## src/rtl/sdes_pkg.sv

```systemverilog
// S-DES shared types, permutation tables and helpers.
// All block/key vectors are [0:N-1] so index 0 is S-DES bit 1.
package sdes_pkg;

  localparam int BLK_W = 8;
  localparam int KEY_W = 10;

  typedef logic [0:BLK_W-1] blk_t;
  typedef logic [0:KEY_W-1] key_t;
  typedef logic [0:3]       nib_t;

  typedef enum logic [2:0] {
    S_IDLE,
    S_LOAD,
    S_R1,
    S_R2,
    S_OUT
  } state_e;

  // 1-based source positions; unused tail entries point at bit 1
  typedef logic [0:9][3:0] ptab_t;

  localparam ptab_t P10 = '{
    4'd3, 4'd5, 4'd2, 4'd7, 4'd4,
    4'd10, 4'd1, 4'd9, 4'd8, 4'd6
  };
  localparam ptab_t P8 = '{
    4'd6, 4'd3, 4'd7, 4'd4, 4'd8,
    4'd5, 4'd10, 4'd9, 4'd1, 4'd1
  };
  localparam ptab_t IP = '{
    4'd2, 4'd6, 4'd3, 4'd1, 4'd4,
    4'd8, 4'd5, 4'd7, 4'd1, 4'd1
  };
  localparam ptab_t IP_INV = '{
    4'd4, 4'd1, 4'd3, 4'd5, 4'd7,
    4'd2, 4'd8, 4'd6, 4'd1, 4'd1
  };
  localparam ptab_t EP = '{
    4'd4, 4'd1, 4'd2, 4'd3, 4'd2,
    4'd3, 4'd4, 4'd1, 4'd1, 4'd1
  };
  localparam ptab_t P4 = '{
    4'd2, 4'd4, 4'd3, 4'd1, 4'd1,
    4'd1, 4'd1, 4'd1, 4'd1, 4'd1
  };

  function automatic logic permute(
    input logic [0:9] src,
    input logic [3:0] pos
  );
    return src[pos - 4'd1];
  endfunction

  function automatic key_t perm_p10(input key_t k);
    key_t r;
    for (int j = 0; j < 10; j++)
      r[j] = permute(k, P10[j]);
    return r;
  endfunction

  function automatic blk_t perm_p8(input key_t k);
    blk_t r;
    for (int j = 0; j < 8; j++)
      r[j] = permute(k, P8[j]);
    return r;
  endfunction

  function automatic blk_t perm_ip(input blk_t d);
    blk_t r;
    for (int j = 0; j < 8; j++)
      r[j] = permute({d, 2'b00}, IP[j]);
    return r;
  endfunction

  function automatic blk_t perm_ip_inv(input blk_t d);
    blk_t r;
    for (int j = 0; j < 8; j++)
      r[j] = permute({d, 2'b00}, IP_INV[j]);
    return r;
  endfunction

  function automatic blk_t perm_ep(input nib_t n);
    blk_t r;
    for (int j = 0; j < 8; j++)
      r[j] = permute({n, 6'd0}, EP[j]);
    return r;
  endfunction

  function automatic nib_t perm_p4(input nib_t n);
    nib_t r;
    for (int j = 0; j < 4; j++)
      r[j] = permute({n, 6'd0}, P4[j]);
    return r;
  endfunction

endpackage

```

## src/rtl/sdes_core_ctrl_if.sv

```systemverilog
// Block-in / result-out handshake bundle for the S-DES core.
// master = host side, slave = core side.
interface sdes_core_ctrl_if;
  import sdes_pkg::*;

  logic in_valid;
  logic in_ready;
  blk_t in_data;
  key_t in_key;
  logic in_mode;
  logic out_valid;
  logic out_ready;
  blk_t out_data;

  modport master (
    output in_valid, in_data, in_key,
    output in_mode, out_ready,
    input  in_ready, out_valid, out_data
  );

  modport slave (
    input  in_valid, in_data, in_key,
    input  in_mode, out_ready,
    output in_ready, out_valid, out_data
  );

endinterface

```

## src/rtl/sdes_fk.sv

```systemverilog
// Combinational S-DES round function fk(L, R, k).
// R passes through; L is masked by P4 of the S-box outputs.
module sdes_fk
  import sdes_pkg::*;
(
  input  blk_t d_i,
  input  blk_t k_i,
  output blk_t d_o
);

  blk_t       x;
  logic [0:1] s0;
  logic [0:1] s1;
  nib_t       p;

  assign x = perm_ep(d_i[4:7]) ^ k_i;

  sdes_s0 u_s0 (
    .x_i (x[0:3]),
    .y_o (s0)
  );

  sdes_s1 u_s1 (
    .x_i (x[4:7]),
    .y_o (s1)
  );

  assign p   = perm_p4({s0, s1});
  assign d_o = {d_i[0:3] ^ p, d_i[4:7]};

endmodule

```

## src/rtl/sdes_sbox.sv

```systemverilog
// S-DES S-boxes; row = bits 1,4 and column = bits 2,3.
// Output is a 2-bit value with index 0 as its MSB.
module sdes_s0 (
  input  logic [0:3] x_i,
  output logic [0:1] y_o
);
  localparam logic [0:15][1:0] T = '{
    2'd1, 2'd0, 2'd3, 2'd2,
    2'd3, 2'd2, 2'd1, 2'd0,
    2'd0, 2'd2, 2'd1, 2'd3,
    2'd3, 2'd1, 2'd3, 2'd2
  };

  assign y_o = T[{x_i[0], x_i[3], x_i[1], x_i[2]}];
endmodule

module sdes_s1 (
  input  logic [0:3] x_i,
  output logic [0:1] y_o
);
  localparam logic [0:15][1:0] T = '{
    2'd0, 2'd1, 2'd2, 2'd3,
    2'd2, 2'd0, 2'd1, 2'd3,
    2'd3, 2'd0, 2'd1, 2'd0,
    2'd2, 2'd1, 2'd0, 2'd3
  };

  assign y_o = T[{x_i[0], x_i[3], x_i[1], x_i[2]}];
endmodule

```

## src/rtl/sdes_core_ctrl.sv

```systemverilog
// Iterative S-DES engine: one block in flight, two rounds
// through a single shared fk datapath.
module sdes_core_ctrl
  import sdes_pkg::*;
#(
  parameter bit DECRYPT_EN  = 1'b1,
  parameter bit CLR_ON_IDLE = 1'b1
) (
  input  logic             clk,
  input  logic             rst_n,
  sdes_core_ctrl_if.slave  bus,
  output logic             busy
);

  state_e state_q, state_d;
  blk_t   data_q, data_d;
  blk_t   ka_q, ka_d;
  blk_t   kb_q, kb_d;
  logic   mode_q, mode_d;
  blk_t   out_q, out_d;
  logic   ov_q, ov_d;

  logic   accept;
  logic   done;
  key_t   p10;
  blk_t   k1;
  blk_t   k2;
  blk_t   rk;
  blk_t   fk_d;

  assign bus.in_ready = (state_q == S_IDLE)
                      | ((state_q == S_OUT) & bus.out_ready);
  assign accept = bus.in_valid & bus.in_ready;
  assign done   = (state_q == S_OUT) & bus.out_ready;

  assign bus.out_valid = ov_q;
  assign bus.out_data  = out_q;
  assign busy          = (state_q != S_IDLE);

  // K1 uses LS1 per half, K2 the cumulative LS3
  assign p10 = perm_p10(bus.in_key);
  assign k1  = perm_p8({p10[1:4], p10[0],
                        p10[6:9], p10[5]});
  assign k2  = perm_p8({p10[3:4], p10[0:2],
                        p10[8:9], p10[5:7]});

  assign rk = (state_q == S_R1) ? ka_q : kb_q;

  sdes_fk u_fk (
    .d_i (data_q),
    .k_i (rk),
    .d_o (fk_d)
  );

  always_comb begin
    state_d = state_q;
    unique case (state_q)
      S_IDLE: if (accept) state_d = S_LOAD;
      S_LOAD: state_d = S_R1;
      S_R1:   state_d = S_R2;
      S_R2:   state_d = S_OUT;
      S_OUT: begin
        if (bus.out_ready)
          state_d = bus.in_valid ? S_LOAD : S_IDLE;
      end
      default: state_d = S_IDLE;
    endcase
  end

  always_comb begin
    data_d = data_q;
    ka_d   = ka_q;
    kb_d   = kb_q;
    mode_d = mode_q;
    out_d  = out_q;
    ov_d   = ov_q;
    if (done) ov_d = 1'b0;
    if (CLR_ON_IDLE && done && !bus.in_valid) begin
      data_d = '0;
      ka_d   = '0;
      kb_d   = '0;
      mode_d = 1'b0;
    end
    unique case (1'b1)
      accept: begin
        data_d = perm_ip(bus.in_data);
        ka_d   = k1;
        kb_d   = k2;
        mode_d = bus.in_mode & DECRYPT_EN;
      end
      (state_q == S_LOAD): begin
        if (mode_q) begin
          ka_d = kb_q;
          kb_d = ka_q;
        end
      end
      (state_q == S_R1): begin
        data_d = {fk_d[4:7], fk_d[0:3]};
      end
      (state_q == S_R2): begin
        out_d = perm_ip_inv(fk_d);
        ov_d  = 1'b1;
      end
      default: ;
    endcase
  end

  always_ff @(posedge clk or negedge rst_n) begin
    if (!rst_n) begin
      state_q <= S_IDLE;
      data_q  <= '0;
      ka_q    <= '0;
      kb_q    <= '0;
      mode_q  <= 1'b0;
      out_q   <= '0;
      ov_q    <= 1'b0;
    end else begin
      state_q <= state_d;
      data_q  <= data_d;
      ka_q    <= ka_d;
      kb_q    <= kb_d;
      mode_q  <= mode_d;
      out_q   <= out_d;
      ov_q    <= ov_d;
    end
  end

endmodule
```

## src/flat_wrapper.sv

```systemverilog
// flat-port wrapper written by rule: the top's interface ports become plain ports
module sdes_core_ctrl_flat import sdes_pkg::*;
#(
  parameter bit DECRYPT_EN  = 1'b1,
  parameter bit CLR_ON_IDLE = 1'b1
)
  (clk, rst_n, busy, bus_in_valid, bus_in_data, bus_in_key, bus_in_mode, bus_out_ready, bus_in_ready, bus_out_valid, bus_out_data);
  sdes_core_ctrl_if bus_i ();
  input  logic clk;
  input  logic rst_n;
  output logic busy;
  input wire logic [$bits(bus_i.in_valid)-1:0] bus_in_valid;
  input wire logic [$bits(bus_i.in_data)-1:0] bus_in_data;
  input wire logic [$bits(bus_i.in_key)-1:0] bus_in_key;
  input wire logic [$bits(bus_i.in_mode)-1:0] bus_in_mode;
  input wire logic [$bits(bus_i.out_ready)-1:0] bus_out_ready;
  output wire logic [$bits(bus_i.in_ready)-1:0] bus_in_ready;
  output wire logic [$bits(bus_i.out_valid)-1:0] bus_out_valid;
  output wire logic [$bits(bus_i.out_data)-1:0] bus_out_data;
  assign bus_i.in_valid = bus_in_valid;
  assign bus_i.in_data = bus_in_data;
  assign bus_i.in_key = bus_in_key;
  assign bus_i.in_mode = bus_in_mode;
  assign bus_i.out_ready = bus_out_ready;
  assign bus_in_ready = bus_i.in_ready;
  assign bus_out_valid = bus_i.out_valid;
  assign bus_out_data = bus_i.out_data;
  sdes_core_ctrl #(.DECRYPT_EN(DECRYPT_EN), .CLR_ON_IDLE(CLR_ON_IDLE)) u_core (.clk(clk), .rst_n(rst_n), .bus(bus_i), .busy(busy));
endmodule
```

## config.mk

```make
export PLATFORM = sky130hd
export DESIGN_NAME = sdes_core_ctrl_flat
export DESIGN_NICKNAME = d
export VERILOG_FILES = /design/src/rtl/sdes_pkg.sv /design/src/rtl/sdes_core_ctrl_if.sv /design/src/rtl/sdes_fk.sv /design/src/rtl/sdes_sbox.sv /design/src/rtl/sdes_core_ctrl.sv /design/src/flat_wrapper.sv
export SDC_FILE = /design/constraint.sdc
export NUM_CORES = 1
export LEC_CHECK = 0
export ABC_AREA = 0
export ABC_CLOCK_PERIOD_IN_PS = 2750
export BUFFER_PORTS_ARGS = -buffer_cell sky130_fd_sc_hd__clkbuf_2
export CORE_MARGIN = 10
export CORE_UTILIZATION = 50
export CTS_BUF_LIST = sky130_fd_sc_hd__clkbuf_16
export CTS_CLUSTER_SIZE = 40
export DETAILED_ROUTE_END_ITERATION = 8
export PLACE_DENSITY_LB_ADDON = 0.08
export SETUP_SLACK_MARGIN = 0.4
export SYNTH_ARGS = -nofsm -noshare
export SYNTH_HDL_FRONTEND = slang
export SYNTH_HIERARCHICAL = 1
export SYNTH_SLANG_ARGS = --single-unit
```

## constraint.sdc

```tcl
create_clock -name clk -period 2.75 [get_ports clk]
set_clock_uncertainty 0.15 [all_clocks]
set_input_delay 0.275 -clock clk [delete_from_list [all_inputs] [get_ports clk]]
set_output_delay 0.275 -clock clk [all_outputs]
set_load 0.02 [all_outputs]
```

==> flow_summary.json, run 1 <==
{
  "track_usage": 0.1431,
  "worst_pin_slew_ns": 0.9090,
  "cpPeakStageDelay_ns": 0.40,
  "drc_errors": 0,
  "cp-start-kind": "flop",
  "worstSkewPairLatency_ns": 0.27,
  "layout.cells.non_filler": 279,
  "leakage_nw": 1.231,
  "fin_total_pwr_mw": 4.242,
  "design_area_mm2": 0.002630,
  "cts_sinks": 37,
  "grt_first_pass_wirelength_mm": 8.569,
  "cp-startpoint": "u_core/state_q[2]",
  "endpoint_kind": "flop",
  "port_buffers": 33,
  "ant_nets": 0,
  "r2r_cells": 10,
  "synthArstFlopShare": 1.000,
  "crit_chain": "nor3b_4, buf_12, buf_8, mux2_4, xor2_4, and3b_2, a211oi_2, xor2_1, and2_1, a221o_1",
  "io_pins": 34,
  "hold_viol": 37,
  "final_nets": 252,
  "overflow": 0,
  "cap_viol_max_count": 0,
  "crit_fanout": 6,
  "wl_mm": 5.051,
  "drt_pass1_iterations": 4,
  "slew_headroom": 0.3940,
  "place_congestion": 0.8266,
  "yosys_warnings": 6,
  "post_dp_cell_area_mm2": 0.002305,
  "timing.fmax_ghz": 0.3727,
  "ys_ff_latch": 37,
  "start_util": 0.5183,
  "netlist_area_mm2": 0.002073,
  "busiest_layer": "met2",
  "antenna_found_initial": 0,
  "first_global_vias": 1771,
  "antenna_cells": 0,
  "drt_iter0_drc": 93,
  "die_height_um": 84.40,
  "ir_drop_uv": 1033,
  "hold_buffers": 0,
  "die_area_mm2": 0.007123,
  "grt_max_degree": 38,
  "synth_ff_type": "dfrtp_1",
  "crit_required_ns": 2.76,
  "power_density_mw_per_mm2": 1613,
  "numCtsBuffers": 5,
  "drive_gt1_frac": 0.4017,
  "vias": 1623,
  "cts-root-buf": "clkbuf_16",
  "drv_slew": 0,
  "syn_area_per_cell_um2": 10.97,
  "core_mm2": 0.004000,
  "cts_buffer_depth": 2,
  "wl_per_cell_um": 18.10,
  "outcome": "finished with violations",
  "grt_util_met1": 0.1671,
  "grt.met3_usage": 0.04155,
  "fin_hold_ws_ns": -0.02698,
  "reg2reg_to": "u_core/data_q[2]",
  "dp_hpwl_mm": 3.570,
  "r2r_setup_slack_ns": 0.07,
  "htreeDepth": 2,
  "syn_inst": 189,
  "drt-vias-per-instance": 5.817,
  "synth-edff-count": 0,
  "setup_violations": 0,
  "syn2layout_area_growth_pct": 26.86,
  "final_min_period_over_clock_period": 0.9757,
  "hold_path.class": "primary input to async pin",
  "place_inst": 262,
  "crit_type": "flop to flop",
  "yosysSeqAreaShare": 0.4466,
  "cp_slowest_cell": "dfrtp_1",
  "die_width_um": 84.40,
  "regToRegStartpoint": "u_core/state_q[2]",
  "clkTransAtPathRegs_ns": 0.05,
  "grt_util_met2": 0.2552,
  "violations": "negative hold slack",
  "cp.arrival_ns": 2.69,
  "min_period_ns": 2.683,
  "rsz0062_at_grt": "true",
  "fp-row-count": 23,
  "synth_fp_nets": 213,
  "ys_types": 40,
  "cts_tree": "done"
}
## worst max-delay path: cells and delay by family, from the launching register on
| family | cells | cell delay, ns |
|---|---|---|
| AO/OA/AOI/OAI | 2 | 0.48 |
| XOR/XNOR | 2 | 0.30 |
| AND/OR/NAND/NOR | 3 | 0.64 |
| flip-flops | 1 | 0.40 |
| multiplexers | 1 | 0.33 |
| buffers and inverters | 2 | 0.27 |
## cell usage after synthesis, types with 2 or more instances
master / n / share of area
a221o_1: 12 / 0.058
and2_1: 9 / 0.027
buf_2: 5 / 0.012
buf_4: 5 / 0.018
buf_6: 4 / 0.022
clkbuf_1: 4 / 0.0072
dfrtp_1: 37 / 0.45
inv_1: 3 / 0.0054
mux2_1: 2 / 0.011
mux2_2: 15 / 0.081
mux2i_1: 3 / 0.014
nand2_1: 26 / 0.047
nand4_1: 6 / 0.018
nor2_1: 4 / 0.0072
o211a_1: 5 / 0.024
o211ai_1: 12 / 0.043
or2_1: 2 / 0.0060
xnor2_1: 2 / 0.0085
xor2_1: 12 / 0.051
## logic make-up (layout without fill, tap and decap cells)
kind of cell / count (synthesis) / count (layout) / synth area share
multiplexers: 20 / 20 / 0.1068
AND/OR/NAND/NOR: 59 / 59 / 0.1593
buffers and inverters: 21 / 61 / 0.06457
XOR/XNOR: 14 / 14 / 0.05914
AO/OA/AOI/OAI: 37 / 37 / 0.1575
adder cells (fa/ha/maj): 1 / 1 / 0.006034
flip-flops: 37 / 37 / 0.4466
## metrics by stage
| step | setup slack, ns | TNS, ns | util |
|---|---|---|---|
| finish | 0.06696 | 0 | 0.6575 |
| global route | -0.02691 | -0.04419 | 0.6575 |
| CTS | 0.07178 | 0 | 0.6481 |
| detailed placement | 0.003278 | 0 | 0.5762 |
| global placement | 0.05678 | 0 | 0.5762 |
| floorplan | 0.03050 | 0 | - |
## cell type report
class / count / area [um^2]
inverter: 3 / 11.26
clock inverter: 3 / 12.51
fill: 313 / 1370
multi-input combinational: 131 / 1176
timing repair buffer: 50 / 316.6
sequential: 37 / 925.9
clock buffer: 5 / 125.1
tap: 50 / 62.56
## repair_timing
item,CTS,global route
setup endpoints to repair,8,8
gates cloned,0,0
buffers inserted,9,0
resized for setup,16,6
pin swaps,5,3
## report_power, final
group	switching, mW	total [mW]	internal, mW
logic	1.24	2.63	1.39
clock network	0.200	0.527	0.327
registers	0.263	1.08	0.820
## how the worst max path moves through the flow
stage                     cells past startpoint                to  slack (ns)
final                                        10  u_core/data_q[2]        0.07
after global routing                         11  u_core/data_q[1]       -0.03
after CTS                                    10  u_core/data_q[2]        0.07
after detailed placement                     10  u_core/data_q[2]       0.003
after global placement                       10  u_core/data_q[2]        0.06
after floorplan                              10  u_core/data_q[0]        0.03
## per-layer routing
layer / wire length (um) / part of all wire / vias up
li1: - / - / 755
met5: 0 / 0 / -
met1: 2149 / 0.43 / 824
met4: 24 / 0.0048 / 0
met3: 275 / 0.054 / 3
met2: 2601 / 0.51 / 41
## registers in the layout, indices dropped and copies added, names as in the netlist
register              cells
u_core/data_q             8
u_core/mode_q             1
u_core/state_q            3
u_core/bus.out_data       8
u_core/ka_q               8
u_core/bus.out_valid      1
u_core/kb_q               8
## placed cells by master (no fill, tap or decap), types with 2 or more instances in the layout
master,instances
o211a_1,5
o211ai_1,12
xor2_4,4
inv_1,3
and2_1,9
clkbuf_2,33
dfrtp_1,37
clkbuf_16,5
a221o_1,12
xor2_1,4
nand2_1,26
xnor2_1,2
or2_1,2
clkinv_1,2
nor2_1,4
mux2_2,9
nand4_1,6
mux2i_1,3
buf_4,14
mux2_4,8
xor2_2,4
Note: power is estimated with default switching activity, not from simulation.
==> run 2, diff against run 1 <==
--- a/config.mk
+++ b/config.mk
@@ -5,15 +5,16 @@
 export SDC_FILE = /design/constraint.sdc
 export NUM_CORES = 1
 export LEC_CHECK = 0
-export ABC_AREA = 0
+export ABC_AREA = 1
 export ABC_CLOCK_PERIOD_IN_PS = 2750
 export BUFFER_PORTS_ARGS = -buffer_cell sky130_fd_sc_hd__clkbuf_2
 export CORE_MARGIN = 10
-export CORE_UTILIZATION = 50
+export CORE_UTILIZATION = 52
 export CTS_BUF_LIST = sky130_fd_sc_hd__clkbuf_16
 export CTS_CLUSTER_SIZE = 40
 export DETAILED_ROUTE_END_ITERATION = 8
 export PLACE_DENSITY_LB_ADDON = 0.08
+export REMOVE_ABC_BUFFERS = 1
 export SETUP_SLACK_MARGIN = 0.4
 export SYNTH_ARGS = -nofsm -noshare
 export SYNTH_HDL_FRONTEND = slang
==> flow_summary.json, run 2 <==
{
  "p_sw_frac": 0.4765,
  "worstSkewPairLatency_ns": 0.28,
  "die_width_um": 88.38,
  "drt_pass1_iterations": 4,
  "design_area_mm2": 0.002965,
  "fp-row-count": 24,
  "ir_drop_uv": 546.9,
  "clkTransAtPathRegs_ns": 0.06,
  "overflow": 0,
  "grt_max_degree": 38,
  "power.internal_mw": 2.368,
  "crit_type": "flop to flop",
  "leakage_nw": 1.795,
  "ys_top_cells_by_area": "dfrtp_1, nand2_1, inv_1, nand3_1, nor2_1",
  "ant_nets": 0,
  "syn_area_per_cell_um2": 6.331,
  "cp.arrival_ns": 2.46,
  "synth.top_cell.area_share": 0.3809,
  "die_area_mm2": 0.007810,
  "numCtsBuffers": 5,
  "drt-vias-per-instance": 4.844,
  "post_dp_cell_area_mm2": 0.002590,
  "cp-start-kind": "flop",
  "p_switching_mw": 2.155,
  "port_buffers": 33,
  "layout.cells.non_filler": 481,
  "syn_inst": 384,
  "cts_buffer_depth": 2,
  "htreeDepth": 2,
  "start_util": 0.5470,
  "ys_ff_latch": 37,
  "place_congestion": 0.8920,
  "cts_sinks": 37,
  "hold_path.class": "primary input to async pin",
  "cpPeakStageDelay_ns": 0.38,
  "clkPwrFrac": 0.164,
  "layout_common_cells": "nand2_1, inv_1, dfrtp_1, clkbuf_2, nand3_1",
  "min_period_ns": 2.457,
  "crit_chain": "inv_2, nor3_4, buf_6, inv_6, o21ai_2, inv_1, nand2_1, nand2_2, inv_2, ha_4, or2_1, nand2_1, inv_1, nand2_1, nand2_1, inv_1, nor2_1, a21oi_1, nand2_1",
  "crit_fanout": 7,
  "ys_types": 26,
  "comb_power_share": 0.607,
  "fin_setup_tns_ns": 0,
  "rsz0062_at_grt": "true",
  "wl_per_cell_um": 12.39,
  "synth_ff_type": "dfrtp_1",
  "vias": 2330,
  "power_density_mw_per_mm2": 1525,
  "grt_first_pass_wirelength_mm": 10.16,
  "synth_top_area_cell": "dfrtp_1",
  "worst_pin_slew_ns": 0.9318,
  "die_height_um": 88.38,
  "netlist_area_mm2": 0.002431,
  "track_usage": 0.1607,
  "violations": "negative hold slack",
  "slew_headroom": 0.3788,
  "wl_mm": 5.961,
  "cts_tree": "done",
  "core_mm2": 0.004444,
  "seqPwrFrac": 0.229,
  "layout_commonest_cell": "nand2_1",
  "endpoint_kind": "flop",
  "yosys_warnings": 6,
  "drt_iter0_drc": 97,
  "timing.fmax_ghz": 0.4070,
  "hold_viol": 37,
  "crit_top_cell": "nand2_1",
  "hold_buffers": 0,
  "drv_slew": 0,
  "crit_required_ns": 2.76,
  "syn2layout_area_growth_pct": 21.98,
  "drc_errors": 0,
  "place_inst": 457,
  "antenna_found_initial": 0,
  "final_nets": 452,
  "cts-root-buf": "clkbuf_16",
  "setup_violations": 0,
  "first_global_vias": 2269,
  "io_pins": 34,
  "synth_common_cells": "nand2_1, inv_1, dfrtp_1",
  "dp_hpwl_mm": 3.918,
  "fin_hold_ws_ns": -0.02302,
  "synthArstFlopShare": 1.000,
  "antenna_cells": 0,
  "yosysSeqAreaShare": 0.3809,
  "cp_slowest_cell": "dfrtp_1",
  "outcome": "finished with violations",
  "cap_viol_max_count": 0,
  "drive_gt1_frac": 0.2214,
  "synth-edff-count": 0,
  "cp_top_family": "simple AND/OR/NAND/NOR gates",
  "final_core_util": 0.6672,
  "crit_buf_inv": 7,
  "synth.most_common_cell": "nand2_1",
  "final_min_period_over_clock_period": 0.8934
}
[run 2: area by class of cell]
class | instances | area [um^2]
Fill cell | 403 | 1479
Multi-Input combinational cell | 262 | 1199
Sequential cell | 37 | 927.1
Timing Repair Buffer | 51 | 307.8
Inverter | 69 | 264.0
Clock buffer | 5 | 125.1
Clock inverter | 3 | 65.06
Tap cell | 52 | 65.06
Timing Repair inverter | 2 | 12.51
[run 2: final timing paths]
check | startpoint | end | slack (ns) | cells past startpoint
max | u_core/state_q[1] | u_core/data_q[1] | 0.29 | 19
min | rst_n | u_core/bus.out_data[4] | -0.02 | 1
max reg2reg | u_core/state_q[1] | u_core/data_q[1] | 0.29 | 19
min reg2reg | u_core/bus.out_valid | u_core/bus.out_valid | 0.33 | 2
max in group asynchronous | rst_n | u_core/state_q[2] | 1.84 | 1
min in group clk | bus_in_mode | u_core/mode_q | 0.05 | 3
[run 2: layer usage]
layer | part of all wire | vias to the layer above | track usage
li1 | - | 1235 | -
met1 | 0.45 | 1032 | 0.1877
met2 | 0.48 | 56 | 0.2793
met3 | 0.055 | 7 | 0.03952
met4 | 0.012 | 0 | 0.05727
met5 | 0 | - | 0
[run 2: power by group through the flow]
stage / clock network (mW) / logic (mW) / registers [mW]
floorplan: 0 / 1.74 / 1.05
global placement: 0 / 2.25 / 1.04
detailed placement: 0 / 2.30 / 1.04
CTS: 0.748 / 2.60 / 1.03
global route: 0.778 / 3.14 / 1.07
finish: 0.741 / 2.75 / 1.03
[run 2: cell families after synthesis]
family / synth area share
flops: 0.3809
buf+inv: 0.1482
fa+ha+maj: 0.005146
compound gates: 0.07823
simple gates: 0.3875
[run 2: what timing repair did]
item                       CTS  global route
cloned                       2             0
resized for setup           11            14
pin swaps                    7             9
buffers inserted            13             1
setup endpoints to repair    4             8
[run 2: metrics by stage]
stage	power [mW]	worst slack, ns	hold WS, ns
after global routing	4.987	0.1140	0.05108
after detailed placement	3.341	0.1774	0.3146
after floorplan	2.789	0.2325	-0.1706
after CTS	4.375	0.3990	0.01701
final	4.523	0.2932	-0.02302
after global placement	3.288	0.2678	0.3097
==> run 3, diff against run 2 <==
--- a/config.mk
+++ b/config.mk
@@ -9,7 +9,7 @@
 export ABC_CLOCK_PERIOD_IN_PS = 2750
 export BUFFER_PORTS_ARGS = -buffer_cell sky130_fd_sc_hd__clkbuf_2
 export CORE_MARGIN = 10
-export CORE_UTILIZATION = 52
+export CORE_UTILIZATION = 45
 export CTS_BUF_LIST = sky130_fd_sc_hd__clkbuf_16
 export CTS_CLUSTER_SIZE = 40
 export DETAILED_ROUTE_END_ITERATION = 8
==> flow_summary.json, run 3 (synthesis gave the netlist of run 2 again) <==
{
  "cp_slowest_cell": "dfrtp_2",
  "die_width_um": 93.50,
  "cp-start-kind": "flop",
  "track_usage": 0.1377,
  "cts-root-buf": "clkbuf_16",
  "dp_hpwl_mm": 4.059,
  "fill_cells": 509,
  "vias": 2277,
  "first_global_vias": 2219,
  "fin_hold_ws_ns": -0.01269,
  "r2r_setup_slack_ns": 0.41,
  "wl_mm": 5.676,
  "port_buffers": 33,
  "antenna_found_initial": 0,
  "violations": "negative hold slack",
  "drc_errors": 0,
  "die_height_um": 93.50,
  "grt_first_pass_wirelength_mm": 10.03,
  "io_pins": 34,
  "ir_drop_uv": 584.1,
  "antenna_cells": 0,
  "worstSkewPairLatency_ns": 0.28,
  "grt_max_degree": 38,
  "crit_type": "flop to flop",
  "crit_required_ns": 2.77,
  "endpoint_kind": "flop",
  "cts_tree": "done",
  "hold_viol": 32,
  "start_util": 0.4700,
  "overflow": 0,
  "syn2layout_area_growth_pct": 19.92,
  "r2r_cells": 20,
  "slew_headroom": 0.3618,
  "crit_top_cell": "nand2_1",
  "rsz0062_at_grt": "true",
  "fin_setup_tns_ns": 0,
  "leakage_nw": 1.743,
  "numCtsBuffers": 5,
  "drv_slew": 0,
  "place_congestion": 0.8082,
  "layout_commonest_cell": "nand2_1",
  "drt_iter0_drc": 103,
  "fp-row-count": 26,
  "outcome": "finished with violations",
  "regToRegStartpoint": "u_core/state_q[2]",
  "cp.arrival_ns": 2.36,
  "wl_per_cell_um": 11.56,
  "cts_sinks": 37,
  "crit_chain": "nor3_4, inv_4, buf_6, buf_6, nand2_4, o21ai_2, inv_1, nand2_1, nand2_2, inv_2, o21ai_2, nor2_1, nor2_1, inv_1, nand2_1, nand2_1, inv_2, nor2_2, a21oi_2, nand2_1",
  "cts_buffer_depth": 2,
  "crit_fanout": 8,
  "cp-startpoint": "u_core/state_q[2]",
  "final_core_util": 0.5636,
  "ant_nets": 0,
  "layout_common_cells": "nand2_1, inv_1, dfrtp_1, clkbuf_2, nand3_1",
  "cpPeakStageDelay_ns": 0.42,
  "hold_path.class": "primary input to async pin",
  "final_min_period_over_clock_period": 0.8523,
  "drive_gt1_frac": 0.2304,
  "min_period_ns": 2.344,
  "worst_pin_slew_ns": 0.9574,
  "cap_viol_max_count": 0,
  "reg2reg_to": "u_core/data_q[3]",
  "setup_violations": 0,
  "power_density_mw_per_mm2": 1448,
  "drt-vias-per-instance": 4.637,
  "timing.fmax_ghz": 0.4266,
  "die_area_mm2": 0.008742,
  "clkTransAtPathRegs_ns": 0.05,
  "core_mm2": 0.005172,
  "drt_pass1_iterations": 4,
  "htreeDepth": 2,
  "final_nets": 445
}
## run 3: cell count changes in the layout (fill, tap and decap cells not counted), moves of 2 or more
cell       previous run  this run
buf_4                16         9
bufinv_16             2         0
inv_6                 2         0
nand2_1             155       150
nand2_2               7        12
o21ai_1               6         2
o21ai_2               4         9
## run 3: worst max-delay path by stage
stage | slack (ns) | endpoint | cells after the start
2_1_floorplan | 0.23 | u_core/data_q[1] | 16
3_3_place_gp | 0.34 | u_core/data_q[1] | 16
3_5_place_dp | 0.30 | u_core/data_q[1] | 16
4_1_cts | 0.40 | u_core/data_q[1] | 19
5_1_grt | 0.24 | u_core/data_q[1] | 18
6_report | 0.41 | u_core/data_q[3] | 20
## run 3: final cells by class
cell class / instances / area (um^2) / share of cell area
clock inverters: 2 / 7.507 / 0.002575
clock buffers: 5 / 125.1 / 0.04292
flip-flops and latches: 37 / 927.1 / 0.3180
repair buffers: 46 / 281.5 / 0.09657
well taps: 70 / 87.58 / 0.03004
inverters: 69 / 261.5 / 0.08970
multi-input cells: 262 / 1225 / 0.4202
## run 3: report_power, final
part           total [mW]  internal (mW)  leakage, nW  switching (mW)
sequential           1.04          0.814        0.457           0.226
clock               0.533          0.324       0.0685           0.209
combinational        2.65          0.993         1.22            1.66
total                4.22           2.13         1.74            2.09
## run 3: timing repair
item | in CTS | in global routing
hold buffers | 0 | 0
buffers inserted | 5 | 3
resized for setup | 4 | 32
pin swaps | 1 | 18
setup endpoints to repair | 5 | 8
## run 3: layer usage
layer	routed length (um)	share of wire	up-vias	track usage
li1	-	-	1226	-
met1	2716	0.48	1017	0.1686
met2	2673	0.47	34	0.2303
met3	286	0.050	0	0.04796
met4	0	0	0	0.02314
met5	0	0	-	0
## run 3: through the flow
stage                     instances  hold WS, ns  setup slack (ns)  instance area (um^2)  total power [mW]
final                           491     -0.01269            0.4061                  2915             4.222
after global routing            491      0.05509            0.2436                  2915             4.731
after CTS                       488      0.02614            0.3960                  2801             3.974
after detailed placement        476       0.3186            0.2971                  2620             3.346
after global placement          476       0.3092            0.3412                  2620             3.301
after floorplan                 368      -0.1706            0.2325                  2330             2.789
## run 3: critical path, delay by kind of cell (launching register included)
family	cells	cell delay (ns)
simple gates	10	0.82
buf+inv	7	0.56
flops	1	0.42
compound gates	3	0.27
